**src/rtl/bit_serial_subtractor.sv**
```systemverilog
// rtl/bit_serial_subtractor.sv - LSB-first bit-serial subtractor, one full-subtractor cell plus borrow FF
module bit_serial_subtractor #(
   parameter int WIDTH = 4
) (
   input  logic             clk,
   input  logic             rst,
   input  logic             start,
   input  logic [WIDTH-1:0] a,
   input  logic [WIDTH-1:0] b,
   output logic             busy,
   output logic             done,
   output logic [WIDTH-1:0] diff,
   output logic             borrow_out
);

   localparam int CW = $clog2(WIDTH) + 1;

   typedef enum logic [1:0] {
      S_IDLE  = 2'd0,
      S_SHIFT = 2'd1,
      S_DONE  = 2'd2
   } state_t;

   state_t           state;
   state_t           state_nxt;
   logic             busy_nxt;
   logic             done_nxt;

   logic [WIDTH-1:0] sa;
   logic [WIDTH-1:0] sb;
   // Result bits collected so far; the newest bit sits at the MSB end.
   logic [WIDTH-2:0] sr;
   logic             br;
   logic [CW-1:0]    count;

   logic             ai;
   logic             bi;
   logic             d;
   logic             br_nxt;
   logic             last;
   logic [WIDTH-1:0] shifted;

   // Full-subtractor cell on the current LSBs and the stored borrow.
   assign ai      = sa[0];
   assign bi      = sb[0];
   assign d       = ai ^ bi ^ br;
   assign br_nxt  = (~ai & bi) | (~(ai ^ bi) & br);
   assign last    = (count == CW'(WIDTH - 1));
   assign shifted = {d, sr};

   // State register.
   always_ff @(posedge clk or posedge rst) begin
      if (rst) begin
         state <= S_IDLE;
      end else begin
         state <= state_nxt;
      end
   end

   // Next-state decode; unused encodings fall back to IDLE.
   always_comb begin
      state_nxt = S_IDLE;
      case (state)
         S_IDLE:  state_nxt = start ? S_SHIFT : S_IDLE;
         S_SHIFT: state_nxt = last ? S_DONE : S_SHIFT;
         S_DONE:  state_nxt = S_IDLE;
         default: state_nxt = S_IDLE;
      endcase
   end

   // Status decode from the next state so busy/done can be registered.
   always_comb begin
      busy_nxt = 1'b0;
      done_nxt = 1'b0;
      case (state_nxt)
         S_SHIFT: busy_nxt = 1'b1;
         S_DONE: begin
            busy_nxt = 1'b1;
            done_nxt = 1'b1;
         end
         default: begin
            busy_nxt = 1'b0;
            done_nxt = 1'b0;
         end
      endcase
   end

   // Registered status outputs.
   always_ff @(posedge clk or posedge rst) begin
      if (rst) begin
         busy <= 1'b0;
         done <= 1'b0;
      end else begin
         busy <= busy_nxt;
         done <= done_nxt;
      end
   end

   // Operand capture, serial datapath and result publication on the last bit.
   always_ff @(posedge clk or posedge rst) begin
      if (rst) begin
         sa         <= '0;
         sb         <= '0;
         sr         <= '0;
         br         <= 1'b0;
         count      <= '0;
         diff       <= '0;
         borrow_out <= 1'b0;
      end else begin
         case (state)
            S_IDLE: begin
               if (start) begin
                  sa    <= a;
                  sb    <= b;
                  sr    <= '0;
                  br    <= 1'b0;
                  count <= '0;
               end
            end
            S_SHIFT: begin
               sa    <= sa >> 1;
               sb    <= sb >> 1;
               sr    <= shifted[WIDTH-1:1];
               br    <= br_nxt;
               count <= count + 1'b1;
               if (last) begin
                  diff       <= shifted;
                  borrow_out <= br_nxt;
               end
            end
            default: begin
               count <= count;
            end
         endcase
      end
   end

endmodule
```
**config.mk**
```make
export PLATFORM = sky130hd
export DESIGN_NAME = bit_serial_subtractor
export DESIGN_NICKNAME = d
export VERILOG_FILES = /design/src/rtl/bit_serial_subtractor.sv
export SDC_FILE = /design/constraint.sdc
export NUM_CORES = 1
export LEC_CHECK = 0
export BUFFER_PORTS_ARGS = -buffer_cell sky130_fd_sc_hd__clkbuf_2
export CORE_AREA = 5 5 49 51
export CTS_CLUSTER_SIZE = 25
export DETAILED_ROUTE_END_ITERATION = 12
export DIE_AREA = 0 0 54 56
export GPL_TIMING_DRIVEN = 1
export PLACE_DENSITY = 0.79
export SETUP_SLACK_MARGIN = 0.2
export SLEW_MARGIN = 5
export SYNTH_ARGS = -nofsm -noshare
export SYNTH_HDL_FRONTEND = slang
export SYNTH_SLANG_ARGS = --single-unit
export TNS_END_PERCENT = 30
```
**constraint.sdc**
```tcl
create_clock -name clk -period 4.5 [get_ports clk]
set_input_delay 0.9 -clock clk [delete_from_list [all_inputs] [get_ports clk]]
set_output_delay 0.9 -clock clk [all_outputs]
set_load 0.05 [all_outputs]
```
==> impl_results.html <==
<table>
<tr><th>Metric</th><th>Value</th></tr>
<tr><th colspan="2">STA</th></tr>
<tr><td>Worst path setup slack after routing</td><td>2630 ps</td></tr>
<tr><td>Min Clock Period, post-route</td><td>1870 ps</td></tr>
<tr><td>Portion of the clock cycle consumed by the worst path in the final layout</td><td>41.5%</td></tr>
<tr><td>Final total negative setup slack</td><td>0 ps</td></tr>
<tr><td>Max Clock Skew</td><td>3.44 ps</td></tr>
<tr><td>Setup repair after global routing missed its margin</td><td>false</td></tr>
<tr><td>Normalized max-slew margin</td><td>42.0%</td></tr>
<tr><td>Total count of hold-check failures in the final report</td><td>0</td></tr>
<tr><td>Number of slew-limit violations in the final report</td><td>0</td></tr>
<tr><td>Slew of the pin with the lowest slew margin</td><td>869 ps</td></tr>
<tr><td>Highest attainable clock frequency</td><td>535 MHz</td></tr>
<tr><td>Final Setup Violations</td><td>0</td></tr>
<tr><th colspan="2">Floorplanning</th></tr>
<tr><td>Die height</td><td>56 um</td></tr>
<tr><td>Width of the die</td><td>54 um</td></tr>
<tr><td>Die Outline Area</td><td>3020 um2</td></tr>
<tr><td>Placeable core region</td><td>1900 um2</td></tr>
<tr><td>Num ports</td><td>18</td></tr>
<tr><td>Starting density of the core</td><td>55.1%</td></tr>
<tr><td>Number of placement rows</td><td>16</td></tr>
<tr><th colspan="2">Routing</th></tr>
<tr><td>DRC viols</td><td>0</td></tr>
<tr><td>Via count of the routed design</td><td>706</td></tr>
<tr><td>Avg Vias per Cell</td><td>5.39</td></tr>
<tr><td>Number of search-and-repair iterations in the first detailed-routing pass</td><td>4</td></tr>
<tr><td>Post-route antenna net violation count</td><td>0</td></tr>
<tr><td>Avg WL per Cell</td><td>14.2 um</td></tr>
<tr><td>Final routed wirelength across all metal layers</td><td>1860 um</td></tr>
<tr><td>Initial DRC count</td><td>9</td></tr>
<tr><th colspan="2">Clock tree</th></tr>
<tr><td>Total of cells resized after clock tree synthesis</td><td>0</td></tr>
<tr><td>TritonCTS Buffers</td><td>3</td></tr>
<tr><td>Number of buffers inserted to repair setup after CTS</td><td>0</td></tr>
<tr><td>Root buffer cell</td><td>clkbuf_4</td></tr>
<tr><td>Clock tree from TritonCTS</td><td>built</td></tr>
<tr><td>Clock transition at the registers of the reported paths</td><td>130 ps</td></tr>
<tr><td>CTS HTree Levels</td><td>1</td></tr>
<tr><td>CTS max path bufs</td><td>2</td></tr>
<tr><td>Clock insertion delay at the later pin of the skew report</td><td>310 ps</td></tr>
<tr><td>Hold-fix buffer count after cts</td><td>0</td></tr>
<tr><td>CTS sink count</td><td>24</td></tr>
<tr><th colspan="2">Global route</th></tr>
<tr><td>Overflow left after global routing</td><td>0</td></tr>
<tr><td>Initial antenna violation count</td><td>0</td></tr>
<tr><td>Wire length of the first global-routing pass</td><td>3220 um</td></tr>
<tr><td>Number of global-route vias before repair</td><td>730</td></tr>
<tr><td>Total routing resource utilization after global routing</td><td>14.6%</td></tr>
<tr><td>Largest net degree at the start of global routing</td><td>25</td></tr>
<tr><th colspan="2">Placement</th></tr>
<tr><td>Number of buffer cells added on primary ports</td><td>17</td></tr>
<tr><td>Placer congestion estimate</td><td>0.797</td></tr>
<tr><td>Worst setup timing slack at the placement stage</td><td>2460 ps</td></tr>
<tr><td>Post-DP HPWL</td><td>1380 um</td></tr>
<tr><th colspan="2">Synth</th></tr>
<tr><td>Number of synthesized register bits</td><td>24</td></tr>
<tr><td>Yosys warns</td><td>0</td></tr>
<tr><td>Post-synthesis cell type with the largest combined area</td><td>dfrtp_1</td></tr>
<tr><td>Post-Synthesis Mean Instance Area</td><td>12.3 um2</td></tr>
<tr><td>Total standard cell area after synthesis</td><td>1050 um2</td></tr>
<tr><td>Unique cell type count in the Yosys netlist</td><td>26</td></tr>
<tr><td>Share of synthesized area occupied by flip-flops and latches</td><td>57.3%</td></tr>
<tr><td>Synthesized netlist net count</td><td>100</td></tr>
<tr><td>Instance count of the mapped netlist</td><td>85</td></tr>
<tr><td>Synth area leaders</td><td>dfrtp_1 57%, mux2_2 4.3%, ha_1 3.6%</td></tr>
<tr><td>Synth top area share</td><td>57.3%</td></tr>
<tr><th colspan="2">Final layout</th></tr>
<tr><td>Final cell utilization of the core</td><td>62.2%</td></tr>
<tr><td>Share of post-route cells with drive strength above 1</td><td>28.8%</td></tr>
<tr><td>Number of antenna diodes</td><td>0</td></tr>
<tr><td>Net total in the final layout</td><td>120</td></tr>
<tr><td>Commonest cells after routing, fill and taps aside</td><td>24 x dfrtp_1, 17 x clkbuf_2, 8 x inv_1</td></tr>
<tr><td>Layout overhead on the synthesized area</td><td>13.0%</td></tr>
<tr><td>Commonest non-fill, non-tap cell in the layout</td><td>dfrtp_1</td></tr>
<tr><th colspan="2">Setup path</th></tr>
<tr><td>Kind of cell adding the most delay to the critical path</td><td>flip-flops</td></tr>
<tr><td>Buf/Inv on CP</td><td>1</td></tr>
<tr><td>Category of the worst setup path capture point</td><td>primary output</td></tr>
<tr><td>Type of the setup path with the least slack</td><td>reg2out</td></tr>
<tr><td>Slowest CP cell</td><td>dfrtp_1</td></tr>
<tr><td>Crit path DAT</td><td>970 ps</td></tr>
<tr><td>Crit-path max cell delay</td><td>380 ps</td></tr>
<tr><td>Element type at the critical path start</td><td>flop</td></tr>
<tr><td>Required @ worst endpoint</td><td>3600 ps</td></tr>
<tr><td>Critical Path Fanout Max</td><td>2</td></tr>
<tr><td>Cells traversed along the worst timing path</td><td>clkbuf_2</td></tr>
<tr><th colspan="2">Run</th></tr>
<tr><td>Max capacitance violation total</td><td>0</td></tr>
<tr><th colspan="2">Hold path</th></tr>
<tr><td>Worst min-delay path category</td><td>reg2reg</td></tr>
<tr><th colspan="2">Pwr</th></tr>
<tr><td>Ratio of total power to cell area</td><td>737 nW/um2</td></tr>
<tr><td>Worst voltage drop across the vdd grid</td><td>0.409 mV</td></tr>
<tr><td>Leakage power of the design</td><td>0.591 nW</td></tr>
<tr><th colspan="2">Outcome</th></tr>
<tr><td>Status</td><td>finished clean</td></tr>
</table>
cell families (layout without fill, tap and decap cells):
family	Yosys count	count (layout)	synth area share, %
flip-flops	24	24	57.3
AO/OA/AOI/OAI	23	23	15.3
AND/OR/NAND/NOR	20	20	12.9
buffers and inverters	10	29	4.66
adder cells (fa/ha/maj)	4	4	5.50
multiplexers	4	4	4.30
synthesized netlist by cell type:
cell type and n:
nor2_1 2, nand3b_4 1, a22o_1 4, buf_4 1, fa_1 1, nor2_2 1
o22a_1 1, nor3b_1 2, nand2_1 6, a22oi_1 2, o21bai_1 1, or2b_1 1
dfrtp_1 24, a221oi_1 1, o21ai_0 6, inv_1 8, nor2b_1 3, mux2_2 4
buf_6 1, nand3b_1 2, nor4bb_1 1, o22ai_1 2, and4bb_2 1, o221a_2 2
ha_1 3, a21oi_1 4
layer usage:
layer,part of all wire (%),vias to the layer above,GRT usage [%]
met2,49,18,22.7
li1,-,344,-
met5,0,-,0
met4,0.64,0,6.76
met3,5.4,2,3.22
met1,44,342,18.8
final timing paths:
path                                         from                   end  slack [ps]  cells past startpoint
max                        borrow_out$_DFFE_PP0P_            borrow_out        2630                      1
min                          count[0]$_DFFE_PP0P_  count[0]$_DFFE_PP0P_         500                      1
max reg2reg                    state[0]$_DFF_PP0_        busy$_DFF_PP0_        2860                      5
min reg2reg                  count[0]$_DFFE_PP0P_  count[0]$_DFFE_PP0P_         500                      1
max in group asynchronous                     rst     sb[1]$_DFFE_PP0P_        3240                      2
min in group asynchronous                     rst        br$_DFFE_PP0P_         730                      2
final cells by class:
class	instances	area, um2
clock buffers	4	36.3
fillers	172	718
repair buffers	17	85.1
flip-flops and latches	24	601
inverters	8	30.0
multi-input cells	51	398
well taps	27	33.8
metrics by stage:
stage / cells / power (mW) / hold slack (ps) / cell area [um2]
finish: 131 / 0.873 / 503 / 1180
global route: 131 / 0.944 / 527 / 1180
CTS: 131 / 0.881 / 509 / 1180
detailed placement: 127 / 0.771 / 480 / 1150
global placement: 127 / 0.755 / 468 / 1150
floorplan: 85 / 0.683 / 462 / 1050
state kept, by name, indices dropped and copies added, names as in the netlist:
| register | flops |
|---|---|
| state | 2 |
| br | 1 |
| sr | 3 |
| sa | 4 |
| count | 3 |
| busy | 1 |
| borrow_out | 1 |
| diff | 4 |
| done | 1 |
| sb | 4 |
report_power, final:
| group | switching, mW | total, mW | internal [mW] |
|---|---|---|---|
| Combinational | 0.228 | 0.384 | 0.156 |
| Sequential | 0.0705 | 0.378 | 0.307 |
| Clock | 0.0618 | 0.111 | 0.0494 |
(Power assumes the default switching activity.)
